<file path="config.mk">
export PLATFORM = sky130hd
export DESIGN_NAME = icache_responder
export DESIGN_NICKNAME = d
export VERILOG_FILES = /design/src/rtl/icache_responder.sv
export SDC_FILE = /design/constraint.sdc
export NUM_CORES = 1
export LEC_CHECK = 0
export CORE_MARGIN = 2
export CORE_UTILIZATION = 30
export CTS_CLUSTER_SIZE = 12
export DETAILED_ROUTE_END_ITERATION = 8
export PLACE_DENSITY = 0.51
export SYNTH_ARGS = -nofsm -noshare
export SYNTH_HDL_FRONTEND = slang
export SYNTH_SLANG_ARGS = --single-unit
</file>
<file path="constraint.sdc">
create_clock -name clk -period 22.9 [get_ports clk]
set_clock_uncertainty 0.15 [all_clocks]
set_input_delay 6.87 -clock clk [delete_from_list [all_inputs] [get_ports clk]]
set_output_delay 6.87 -clock clk [all_outputs]
set_load 0.005 [all_outputs]
</file>
<file path="src/rtl/icache_responder.sv">
// Direct-mapped, read-only instruction cache between fetch and main memory.
// Hits answer combinationally. A miss stalls fetch while one line is refilled.
module icache_responder #(
  parameter int ARCH_LEN  = 32,
  parameter int LINE_BITS = 128,
  parameter int NUM_LINES = 4
) (
  input  logic                 clk,
  input  logic                 rst,
  input  logic                 req_valid_in,
  input  logic [ARCH_LEN-1:0]  req_addr_in,
  input  logic                 kill_in,
  output logic                 rsp_valid_out,
  output logic [ARCH_LEN-1:0]  rsp_inst_out,
  output logic                 stall_fet_out,
  output logic                 mem_req_valid_out,
  output logic [ARCH_LEN-1:0]  mem_req_addr_out,
  input  logic                 mem_req_ready_in,
  input  logic                 mem_rsp_valid_in,
  input  logic [LINE_BITS-1:0] mem_rsp_data_in,
  output logic [1:0]           dbg_state_out
);

  localparam int OFF_W  = $clog2(LINE_BITS / 8);
  localparam int WORDS  = LINE_BITS / ARCH_LEN;
  localparam int WORD_W = $clog2(WORDS);
  localparam int IDX_W  = $clog2(NUM_LINES);
  localparam int TAG_W  = ARCH_LEN - IDX_W - OFF_W;

  typedef enum logic [1:0] {
    IDLE = 2'd0,
    REQ  = 2'd1,
    WAIT = 2'd2
  } state_e;

  // Memory handshake: a request transfers in a cycle where mem_req_valid_out
  // and mem_req_ready_in are both high; until then valid and address hold.
  // The refill response is a single-cycle mem_rsp_valid_in pulse, no ready.
  state_e                state_q;
  logic                  mem_req_valid_q;
  logic [ARCH_LEN-1:0]   line_addr_q;
  logic [NUM_LINES-1:0]  valid_q;
  logic [TAG_W-1:0]      tag_q  [NUM_LINES];
  logic [LINE_BITS-1:0]  data_q [NUM_LINES];

  logic [IDX_W-1:0]      req_idx;
  logic [TAG_W-1:0]      req_tag;
  logic [WORD_W-1:0]     req_word;
  logic [IDX_W-1:0]      fill_idx;
  logic [TAG_W-1:0]      fill_tag;
  logic [LINE_BITS-1:0]  sel_line;
  logic [ARCH_LEN-1:0]   sel_inst;
  logic                  hit;
  logic                  miss;
  logic                  unused_addr_bits;

  assign req_idx          = req_addr_in[OFF_W +: IDX_W];
  assign req_tag          = req_addr_in[ARCH_LEN-1 -: TAG_W];
  assign req_word         = req_addr_in[OFF_W-1 -: WORD_W];
  assign fill_idx         = line_addr_q[OFF_W +: IDX_W];
  assign fill_tag         = line_addr_q[ARCH_LEN-1 -: TAG_W];
  assign unused_addr_bits = ^req_addr_in[OFF_W-WORD_W-1:0];

  assign hit  = req_valid_in & valid_q[req_idx] & (tag_q[req_idx] == req_tag) &
                (state_q == IDLE);
  assign miss = req_valid_in & ~hit & ~kill_in;

  always_comb begin
    sel_line = data_q[req_idx];
    sel_inst = '0;
    for (int w = 0; w < WORDS; w++) begin
      if (req_word == WORD_W'(w)) sel_inst = sel_line[w*ARCH_LEN +: ARCH_LEN];
    end
  end

  assign rsp_valid_out     = hit;
  assign rsp_inst_out      = hit ? sel_inst : '0;
  // Gated by reset so the stall drops the moment reset asserts.
  assign stall_fet_out     = rst & (miss | (state_q != IDLE));
  assign mem_req_valid_out = mem_req_valid_q;
  assign mem_req_addr_out  = line_addr_q;
  assign dbg_state_out     = state_q;

  always_ff @(posedge clk or negedge rst) begin
    if (!rst) begin
      state_q         <= IDLE;
      mem_req_valid_q <= 1'b0;
      line_addr_q     <= '0;
      valid_q         <= '0;
    end else begin
      case (state_q)
        IDLE: begin
          if (miss) begin
            line_addr_q     <= {req_addr_in[ARCH_LEN-1:OFF_W], {OFF_W{1'b0}}};
            mem_req_valid_q <= 1'b1;
            state_q         <= REQ;
          end
        end
        REQ: begin
          // Acceptance wins over a same-cycle kill: the memory already owns it.
          if (mem_req_ready_in) begin
            mem_req_valid_q <= 1'b0;
            state_q         <= WAIT;
          end else if (kill_in) begin
            mem_req_valid_q <= 1'b0;
            state_q         <= IDLE;
          end
        end
        WAIT: begin
          if (mem_rsp_valid_in) begin
            valid_q[fill_idx] <= 1'b1;
            state_q           <= IDLE;
          end
        end
        default: begin
          mem_req_valid_q <= 1'b0;
          state_q         <= IDLE;
        end
      endcase
    end
  end

  // Tag and data arrays carry no reset; the valid bits qualify them.
  always_ff @(posedge clk) begin
    if (state_q == WAIT && mem_rsp_valid_in) begin
      tag_q[fill_idx]  <= fill_tag;
      data_q[fill_idx] <= mem_rsp_data_in;
    end
  end

endmodule

</file>
==> results.tsv, run 1 <==
stage	metric	value	unit
run_status	outcome	completed	
floorplanning	die-area	0.0860	sq mm
route	drc	0	
synthesis	syn_area	0.0251	sq mm
grt	use_met2	21.9	%
placement	routabilityCongestion	0.680	
timing	fin_crit_sh	80.7	%
run	maxCapViolations	0	
placement	dp_hpwl	31200	um
clock_network	cts_sinks	651	
synthesis	synthArstFlopShare	5.38	%
hold_path	hold-path-cell-count	1	
final_layout	final_cells	2455	
synthesis	synth_compound_area_share	0.593	%
hold_path	min_to	valid_q[1]	
grt	antenna_found_initial	10	
power_and_ir_drop	p_per_area	86.8	mW/mm^2
grt	grt-busiest-layer	met2	
final_layout	drive_gt1_share	23.8	%
clock_network	cts_buffers	72	
clock_network	clk_pin_slew	0.06	ns
floorplanning	coreArea	0.0833	sq mm
timing	maxSlewViolCount	0	
timing	whs	0.314	ns
synthesis	synth_edf_count	616	
route	ant_nets	0	
timing	fmax	54.1	MHz
clock_network	hold_buffers	0	
worst_setup_path	cp.required	15.88	ns
synthesis	synthCells	1051	
placement	post-place-ws	4.11	ns
synthesis	synth.area.mux_share	18.3	%
grt	grt_pass1_vias	12849	
floorplanning	placementRows	106	
floorplanning	dieWidth	293	um
placement	port_buffers	228	
worst_setup_path	crit_type	input port to primary output	
synthesis	yosysSeqAreaShare	77.2	%
worst_setup_path	worst-r2r-setup-slack	18.46	ns
timing	min_period	18.47	ns
grt	overflow	0	
timing	hold_viol	0	
final_layout	final_util	37.1	%
clock_network	cts_max_level	3	
clock_network	clockBufferDepth	3	
route	drt_wl_total	55100	um
timing	setup_viol	0	
worst_setup_path	critPathCaptureType	primary output	
final_layout	nets	1485	
route	first_iter_violations	534	
power_and_ir_drop	ir_worst_vdd	0.0000529	V
hold_path	min_path_type	flop to flop	
route	viasPerCell	4.73	
synthesis	synthDistinctLibCells	48	
placement	post-place-cells	2325	
timing	slew_headroom	34.2	%
timing	post-route-worst-setup-slack	4.43	ns
grt	grt_pass1_wl	82400	um
clock_network	clock_latency	0.61	ns
synthesis	synth_top_family_by_area	multiplexers	
worst_setup_path	crit_fanout	66	
route	wl_per_cell	22.5	um
clock_network	root_buffer	clkbuf_16	
power_and_ir_drop	p_leak	9.76	nW
floorplanning	io_pins	235	
grt	grt_max_degree	114	
floorplanning	start_util	30.1	%
synthesis	synth-xor-area-share	0.838	%
grt	grt.total_usage	12.9	%
timing	grt_setup_unrepaired	false	
synthesis	synth_ff_type	edfxtp_1	
worst_setup_path	start_kind	input port	
worst_setup_path	r2r_cells	7	
final_layout	fillers	7630	
placement	postPlaceCellArea	0.0286	sq mm
final_layout	syn_to_final_growth	23.1	%
grt	use_met3	3.09	%
final_layout	final_cell_area	0.0309	sq mm
hold_path	min_from	valid_q[1]	
timing	fin_setup_tns	0	ns
route	drtPass1Iterations	4	
power_and_ir_drop	total_power	2.68	mW
synthesis	yosys_warnings	0	
synthesis	post_synth.cell_area_avg	23.9	sq um
clock_network	post_cts_resized	0	
clock_network	cts_setup_buffers	0	
route	via_count	11601	
timing	max_slew.worst_pin.slew	0.987	ns
synthesis	yosys.area_share.simple	1.74	%
worst_setup_path	critPathArrivalTime	11.45	ns
clock_network	cts_tree	yes	
worst_setup_path	r2r-end	mem_req_addr_out[7]	
grt	use_met1	16.4	%
synthesis	synthAdderAreaFrac	0	%
synthesis	ys_ff_latch	651	
worst_setup_path	rr_startpoint	tag_q[3][22]	
floorplanning	die_h	293	um
-- routing by layer --
layer	wire length [um]	vias up
met2	27500	237
met4	1240	14
met3	2710	96
met5	90	-
li1	-	5020
met1	23600	6234
-- cell usage in the layout (no fill, tap or decap), types with 3 or more instances in the layout --
| cell | n |
|---|---|
| mux2_4 | 9 |
| and2b_1 | 3 |
| clkbuf_1 | 24 |
| clkinv_8 | 3 |
| nor2b_1 | 31 |
| xor2_1 | 5 |
| mux4_1 | 8 |
| nor2_1 | 4 |
| clkbuf_16 | 72 |
| dfrtp_1 | 35 |
| edfxtp_1 | 616 |
| nor4_1 | 3 |
| clkdlybuf4s50_1 | 223 |
| buf_4 | 17 |
| xnor2_1 | 19 |
| mux2i_1 | 20 |
| or2_2 | 4 |
| conb_1 | 4 |
| clkinv_1 | 11 |
| clkinv_2 | 8 |
| nand2_1 | 7 |
| mux2_2 | 19 |
| bufinv_16 | 4 |
| a211oi_1 | 3 |
| nand4_1 | 4 |
| mux4_2 | 170 |
| inv_1 | 5 |
| clkbuf_8 | 3 |
-- cells by family (layout without fill, tap and decap cells) --
group                  after synthesis  count (layout)
flip-flops                         651             651
buffers and inverters               59             379
AND/OR/NAND/NOR                     71              71
other                                1               5
XOR/XNOR                            24              24
multiplexers                       226             226
AO/OA/AOI/OAI                       19              19
-- cells in the mapped netlist, drive strengths merged (2+ instances only) --
| cell type | count | area share, % |
|---|---|---|
| or2 | 4 | 0.10 |
| a211oi | 4 | 0.14 |
| nand2 | 7 | 0.10 |
| xor2 | 5 | 0.17 |
| edfxtp | 616 | 74 |
| nor3 | 2 | 0.040 |
| clkbuf | 15 | 0.22 |
| buf | 39 | 1.0 |
| mux2i | 20 | 0.80 |
| xnor2 | 19 | 0.66 |
| nand4 | 5 | 0.15 |
| and2b | 3 | 0.090 |
| dfrtp | 35 | 3.5 |
| nor2 | 6 | 0.090 |
| a21oi | 2 | 0.040 |
| nand3b | 2 | 0.060 |
| nor2b | 31 | 0.77 |
| mux4 | 178 | 16 |
| inv | 5 | 0.075 |
| a221oi | 2 | 0.070 |
| nor4 | 5 | 0.15 |
| o21ai | 2 | 0.040 |
| mux2 | 28 | 1.4 |
-- area by class of cell --
class / count / area (sq um) / share of cell area, %
clock inverter: 31 / 347 / 1.12
multi-input combinational: 344 / 5440 / 17.6
timing repair buffer: 245 / 2420 / 7.83
clock buffer: 98 / 1920 / 6.22
tap: 1080 / 1350 / 4.38
inverter: 5 / 18.8 / 0.0608
antenna: 1 / 2.50 / 0.00811
sequential: 651 / 19400 / 62.8
-- critical path, stage by stage --
cell and delay (ns):
clkbuf_8 0.48, buf_4 0.80, mux4_2 0.43, xnor2_1 0.19, nand4_1 0.18, nor4_2 0.45, nand4_4 0.80, a211oi_1 0.61
clkdlybuf4s50_1 0.59
-- where the power goes --
group | switching (mW) | internal (mW)
clock | 0.468 | 0.639
combinational | 0.0809 | 0.108
sequential | 0.0271 | 1.36
total | 0.577 | 2.10
-- state kept, by name, indices dropped and copies added (netlist names) --
signal,cells
dbg_state_out,2
tag_q,104
data_q,512
valid_q,4
mem_req_addr_out,28
mem_req_valid_out,1
-- worst max-delay path by stage --
| stage | startpoint | end | slack [ns] | cells after the start |
|---|---|---|---|---|
| floorplan | mem_rsp_valid_in | valid_q[0] | 6.65 | 3 |
| global placement | req_addr_in[5] | rsp_inst_out[31] | 4.14 | 9 |
| detailed placement | req_addr_in[5] | rsp_inst_out[31] | 4.11 | 9 |
| CTS | req_addr_in[5] | rsp_inst_out[31] | 4.12 | 9 |
| global route | req_addr_in[5] | rsp_inst_out[31] | 3.99 | 9 |
| finish | req_addr_in[5] | rsp_inst_out[31] | 4.43 | 9 |
No activity file was read; power rests on OpenSTA's default activity.
==> run 2, diff against run 1 <==
==> constraint.sdc (replaced) <==
create_clock -name clk -period 19.3 [get_ports clk]
set_clock_uncertainty 0.15 [all_clocks]
set_input_delay 5.79 -clock clk [delete_from_list [all_inputs] [get_ports clk]]
set_output_delay 5.79 -clock clk [all_outputs]
set_load 0.005 [all_outputs]
==> run 2 against run 1 <==
- critical path type unchanged
- global-route usage grew 0.13 points
- sequential share of layout area decreased by 0.50 points
- cell area increased by 0.81%
- sequential cell count is the same
- register-to-register slack got worse by 3.8 ns
- non-clock buffer count grew 1
- sequential power up 19%
- wire length grew 0.64%
- setup slack worse by 1.2 ns
==> results.tsv, run 2 (synthesized netlist as in run 1, its figures left out) <==
stage	metric	value	unit	change
final_layout	top_register	data_q		unchanged
clock_network	clock_latency	0.61	ns	about the same
run_status	outcome	completed		unchanged
clock_network	clk_pin_slew	0.05	ns	was 0.06 ns
timing	hold_viol	0		unchanged
worst_setup_path	critPathCaptureType	primary output		unchanged
clock_network	hold_buffers	0		unchanged
worst_setup_path	path_cells	buf_8 > buf_4 > mux4_1 > xnor2_1 > nand4_1 > nor4_2 > nand4_4 > a211oi_1 > clkdlybuf4s50_1		was clkbuf_8 > buf_4 > mux4_2 > xnor2_1 > nand4_1 > nor4_2 > nand4_4 > a211oi_1 > clkdlybuf4s50_1
clock_network	cts_sinks	651		unchanged
worst_setup_path	critPathArrivalTime	10.13	ns	was 11.45 ns
grt	use_met1	16.5	%	was 16.4%
clock_network	clockBufferDepth	3		unchanged
power_and_ir_drop	ir_worst_vdd	0.0000673	V	was 0.0000529 V
route	first_iter_violations	651		was 534
final_layout	final_cell_area	0.0311	sq mm	was 0.0309 sq mm
grt	overflow	0		unchanged
worst_setup_path	r2r_cells	7		unchanged
final_layout	syn_to_final_growth	24.0	%	was 23.1%
hold_path	min_path_type	flop to flop		unchanged
clock_network	root_buffer	clkbuf_16		unchanged
floorplanning	coreArea	0.0833	sq mm	unchanged
worst_setup_path	crit_slowest_cell	nand4_4		was buf_4
clock_network	cts_setup_buffers	0		unchanged
power_and_ir_drop	p_per_area	105	mW/mm^2	was 86.8 mW/mm^2
route	via_count	11534		was 11601
grt	grt_pass1_wl	82600	um	was 82400 um
placement	post-place-ws	2.95	ns	was 4.11 ns
floorplanning	io_pins	235		unchanged
final_layout	final_cell_mix	616 x edfxtp_1, 223 x clkdlybuf4s50_1, 170 x mux4_2, 76 x clkbuf_16, 35 x dfrtp_1		was 616 x edfxtp_1, 223 x clkdlybuf4s50_1, 170 x mux4_2, 72 x clkbuf_16, 35 x dfrtp_1
clock_network	cts_tree	yes		unchanged
worst_setup_path	start_kind	input port		unchanged
timing	fin_setup_tns	0	ns	unchanged
timing	post-route-worst-setup-slack	3.23	ns	was 4.43 ns
timing	max_slew.worst_pin.slew	1.03	ns	was 0.987 ns
grt	grt-busiest-layer	met2		unchanged
timing	setup_viol	0		unchanged
route	ant_nets	0		unchanged
placement	routabilityCongestion	0.684		was 0.680
route	drc	0		unchanged
worst_setup_path	crit_fanout	36		was 66
final_layout	final_common_cell	edfxtp_1		unchanged
grt	antenna_found_initial	12		was 10
route	wl_per_cell	22.5	um	about the same
timing	maxSlewViolCount	0		unchanged
clock_network	cts_max_level	3		unchanged
route	drtPass1Iterations	5		was 4
power_and_ir_drop	total_power	3.28	mW	was 2.68 mW
floorplanning	start_util	30.1	%	unchanged
clock_network	post_cts_resized	0		unchanged
route	viasPerCell	4.68		was 4.73
hold_path	hold-path-cell-count	1		unchanged
worst_setup_path	cp.required	13.36	ns	was 15.88 ns
timing	fmax	62.2	MHz	
timing	fin_crit_sh	83.3	%	
timing	slew_headroom	31.2	%	was 34.2%
clock_network	cts_buffers	76		was 72
placement	postPlaceCellArea	0.0286	sq mm	about the same
floorplanning	die-area	0.0860	sq mm	unchanged
run	maxCapViolations	0		unchanged
floorplanning	die_h	293	um	unchanged
final_layout	largest_register_ffs	512		unchanged
worst_setup_path	critical-path-max-stage-delay	0.81	ns	was 0.80 ns
timing	grt_setup_unrepaired	false		unchanged
grt	grt_pass1_vias	12938		was 12849
grt	use_met3	3.41	%	was 3.09%
route	drt_wl_total	55500	um	was 55100 um
grt	grt_max_degree	68		was 114
floorplanning	placementRows	106		unchanged
power_and_ir_drop	p_leak	9.89	nW	was 9.76 nW
grt	use_met2	22.0	%	was 21.9%
floorplanning	dieWidth	293	um	unchanged
placement	dp_hpwl	31600	um	was 31200 um
final_layout	antenna_cells	0		was 1
timing	min_period	16.07	ns	
placement	port_buffers	228		unchanged
final_layout	drive_gt1_share	24.5	%	was 23.8%
final_layout	nets	1490		was 1485
worst_setup_path	crit_type	input port to primary output		unchanged
placement	post-place-cells	2326		was 2325
grt	grt.total_usage	13.1	%	was 12.9%
final_layout	final_cells	2467		was 2455
==> run 2: metrics by stage <==
stage,util (%),hold WS [ns]
floorplan,-,0.280
detailed placement,34.3,0.299
finish,37.4,0.311
global route,37.4,0.327
CTS,37.4,0.313
global placement,34.3,0.296
==> run 2: cell type report <==
type                       count  area (sq um)
multi-input combinational    344          5440
timing repair buffer         246          2410
clock inverter                44           512
inverter                       5          18.8
sequential                   651         19400
fill                        7595         52200
clock buffer                  97          2010
tap                         1080          1350
==> run 2: power breakdown <==
part | switching (mW) | internal, mW
combinational | 0.0970 | 0.128
clock | 0.574 | 0.841
sequential | 0.0321 | 1.61
total | 0.703 | 2.58
==> run 2: worst paths after layout <==
| check | startpoint | end | slack (ns) |
|---|---|---|---|
| setup reg to reg | tag_q[1][10] | mem_req_addr_out[7] | 14.70 |
| hold reg to reg | valid_q[1] | valid_q[1] | 0.31 |
| setup / recovery | req_addr_in[4] | rsp_inst_out[31] | 3.23 |
| min in group asynchronous | rst | mem_req_addr_out[4] | 5.20 |
| max in group asynchronous | rst | mem_req_addr_out[7] | 13.18 |
| hold / removal | valid_q[1] | valid_q[1] | 0.31 |
==> run 2: critical path: cells and delay by family <==
kind | cells | cell delay, ns
AO/OA/AOI/OAI | 1 | 0.54
XOR/XNOR | 1 | 0.17
buffers and inverters | 3 | 1.52
multiplexers | 1 | 0.65
AND/OR/NAND/NOR | 3 | 1.43
==> run 2: per-layer routing <==
metal	vias to the layer above	part of all wire, %
met5	-	0.21
met4	18	2.1
met3	92	6.0
met2	279	50
met1	6128	42
li1	5017	-
==> run 3, diff against run 2 <==
==> constraint.sdc (replaced) <==
create_clock -name clk -period 15.65 [get_ports clk]
set_clock_uncertainty 0.15 [all_clocks]
set_input_delay 4.695 -clock clk [delete_from_list [all_inputs] [get_ports clk]]
set_output_delay 4.695 -clock clk [all_outputs]
set_load 0.005 [all_outputs]
==> run 3 against run 2 <==
- highest routed layer unchanged
- critical path depth did not move
- sequential share of layout area rose by 0.32 points
- largest cell class unchanged
- register-to-register slack got worse by 3.2 ns
- combinational power rose by 23%
==> results.tsv, run 3 (synthesized netlist as in run 1, its figures left out) <==
stage	metric	value	unit	change
grt	antenna_found_initial	10		was 12
grt	grt_max_degree	68		unchanged
route	drt_wl_total	55300	um	was 55500 um
worst_setup_path	r2r_cells	8		was 7
run_status	outcome	completed		unchanged
timing	slew_headroom	32.9	%	was 31.2%
final_layout	top_register	data_q		unchanged
final_layout	largest_register_ffs	512		unchanged
power_and_ir_drop	ir_worst_vdd	0.0000787	V	was 0.0000673 V
placement	dp_hpwl	31600	um	about the same
timing	max_slew.worst_pin.slew	1.01	ns	was 1.03 ns
timing	fin_crit_sh	86.7	%	
grt	overflow	0		unchanged
timing	maxSlewViolCount	0		unchanged
clock_network	clockBufferDepth	3		unchanged
worst_setup_path	rr_startpoint	tag_q[2][0]		was tag_q[1][10]
final_layout	final_common_cell	edfxtp_1		unchanged
clock_network	root_buffer	clkbuf_16		unchanged
floorplanning	io_pins	235		unchanged
clock_network	cts_sinks	651		unchanged
final_layout	final_cell_mix	616 x edfxtp_1, 223 x clkdlybuf4s50_1, 170 x mux4_2, 78 x clkbuf_16, 35 x dfrtp_1		was 616 x edfxtp_1, 223 x clkdlybuf4s50_1, 170 x mux4_2, 76 x clkbuf_16, 35 x dfrtp_1
power_and_ir_drop	p_per_area	127	mW/mm^2	was 105 mW/mm^2
worst_setup_path	critPathArrivalTime	8.73	ns	was 10.13 ns
hold_path	min_path_type	flop to flop		unchanged
worst_setup_path	worst-r2r-setup-slack	11.47	ns	was 14.70 ns
worst_setup_path	critPathCaptureType	primary output		unchanged
clock_network	clk_pin_slew	0.05	ns	about the same
floorplanning	dieWidth	293	um	unchanged
final_layout	drive_gt1_share	24.2	%	was 24.5%
floorplanning	coreArea	0.0833	sq mm	unchanged
worst_setup_path	critPathLaunch	req_addr_in[5]		was req_addr_in[4]
worst_setup_path	path_cells	clkbuf_8 > buf_4 > mux4_2 > xor2_1 > nor4_2 > nand4_4 > buf_4 > and2b_1 > clkdlybuf4s50_1		was buf_8 > buf_4 > mux4_1 > xnor2_1 > nand4_1 > nor4_2 > nand4_4 > a211oi_1 > clkdlybuf4s50_1
worst_setup_path	cp.required	10.81	ns	was 13.36 ns
timing	min_period	13.57	ns	
route	viasPerCell	4.69		was 4.68
clock_network	cts_max_level	3		unchanged
timing	grt_setup_unrepaired	false		unchanged
worst_setup_path	cpMostUsedCell	buf_4		
worst_setup_path	start_kind	input port		unchanged
hold_path	min_to	valid_q[1]		unchanged
clock_network	hold_buffers	0		unchanged
grt	use_met2	21.8	%	was 22.0%
clock_network	post_cts_resized	0		unchanged
clock_network	cts_tree	yes		unchanged
timing	setup_viol	0		unchanged
power_and_ir_drop	p_leak	9.81	nW	was 9.89 nW
grt	grt-busiest-layer	met2		unchanged
worst_setup_path	critical-path-max-stage-delay	0.74	ns	was 0.81 ns
worst_setup_path	path_delay_family	buffers and inverters		unchanged
timing	fmax	73.7	MHz	
hold_path	min_from	valid_q[1]		unchanged
worst_setup_path	crit_fanout	67		was 36
worst_setup_path	crit_buf_inv	4		was 3
clock_network	clock_latency	0.60	ns	was 0.61 ns
hold_path	hold-path-cell-count	1		unchanged
timing	hold_viol	0		unchanged
grt	use_met1	16.6	%	was 16.5%
final_layout	syn_to_final_growth	23.4	%	was 24.0%
route	drc	0		unchanged
floorplanning	die-area	0.0860	sq mm	unchanged
timing	fin_setup_tns	0	ns	unchanged
route	wl_per_cell	22.4	um	was 22.5 um
route	first_iter_violations	588		was 651
placement	routabilityCongestion	0.673		was 0.684
floorplanning	die_h	293	um	unchanged
grt	grt.total_usage	13.0	%	was 13.1%
run	maxCapViolations	0		unchanged
grt	grt_pass1_wl	82200	um	was 82600 um
grt	grt_pass1_vias	12890		was 12938
grt	use_met3	3.12	%	was 3.41%
route	via_count	11572		was 11534
floorplanning	start_util	30.1	%	unchanged
floorplanning	placementRows	106		unchanged
worst_setup_path	crit_type	input port to primary output		unchanged
clock_network	cts_buffers	77		was 76
route	drtPass1Iterations	4		was 5
final_layout	nets	1492		was 1490
clock_network	cts_setup_buffers	0		unchanged
worst_setup_path	r2r-end	mem_req_addr_out[8]		was mem_req_addr_out[7]
final_layout	fillers	7649		was 7595
timing	whs	0.306	ns	was 0.311 ns
route	ant_nets	0		unchanged
worst_setup_path	crit_slowest_cell	buf_4		was nand4_4
placement	port_buffers	228		unchanged
[run 3: changes by cell type in the layout (fill, tap and decap cells not counted)]
| cell | previous run | this run |
|---|---|---|
| clkinv_16 | 3 | 2 |
| clkinv_4 | 3 | 2 |
| clkbuf_16 | 76 | 78 |
| inv_6 | 0 | 3 |
| clkinvlp_4 | 1 | 3 |
| bufinv_16 | 7 | 2 |
| clkinv_2 | 9 | 10 |
| clkbuf_8 | 4 | 1 |
| clkinv_1 | 17 | 22 |
| diode_2 | 0 | 1 |
| buf_4 | 19 | 20 |
| inv_16 | 1 | 0 |
| clkinv_8 | 3 | 1 |
[run 3: worst max path at each step]
stage	end	cells past startpoint	slack [ns]
floorplan	valid_q[0]	3	1.57
global placement	rsp_inst_out[1]	9	1.92
detailed placement	rsp_inst_out[1]	9	1.90
CTS	rsp_inst_out[1]	9	1.89
global route	rsp_inst_out[1]	9	1.74
finish	rsp_inst_out[1]	9	2.08
[run 3: layer usage]
metal	up-vias	wire [um]	part of all wire (%)
li1	5021	-	-
met1	6159	23300	42
met2	281	27500	50
met3	95	3270	5.9
met4	16	1140	2.1
met5	-	104	0.19
[run 3: area by class of cell]
| cell class | instances | area [sq um] | share of cell area (%) |
|---|---|---|---|
| Inverter | 5 | 18.8 | 0.0606 |
| Tap cell | 1080 | 1350 | 4.36 |
| Clock buffer | 96 | 2020 | 6.52 |
| Antenna cell | 1 | 2.50 | 0.00808 |
| Multi-Input combinational cell | 344 | 5440 | 17.6 |
| Timing Repair Buffer | 247 | 2420 | 7.82 |
| Sequential cell | 651 | 19400 | 62.6 |
| Clock inverter | 45 | 335 | 1.08 |
[run 3: report_power, final]
part | internal (mW) | leakage (nW) | switching [mW]
sequential | 1.98 | 5.96 | 0.0388
clock | 0.954 | 1.14 | 0.695
combinational | 0.157 | 2.71 | 0.119
total | 3.09 | 9.81 | 0.853
[run 3: per-stage QoR]
step           worst slack (ns)  util [%]  std cells  power [mW]  cell area [sq um]
2_1_floorplan              1.57         -       1054        2.19              25100
3_3_place_gp               1.92      34.3       2327        2.34              28600
3_5_place_dp               1.90      34.3       2327        2.34              28600
5_1_grt                    1.74      37.2       2468        4.10              31000
6_report                   2.08      37.2       2469        3.95              31000
4_1_cts                    1.89      37.2       2468        4.02              31000
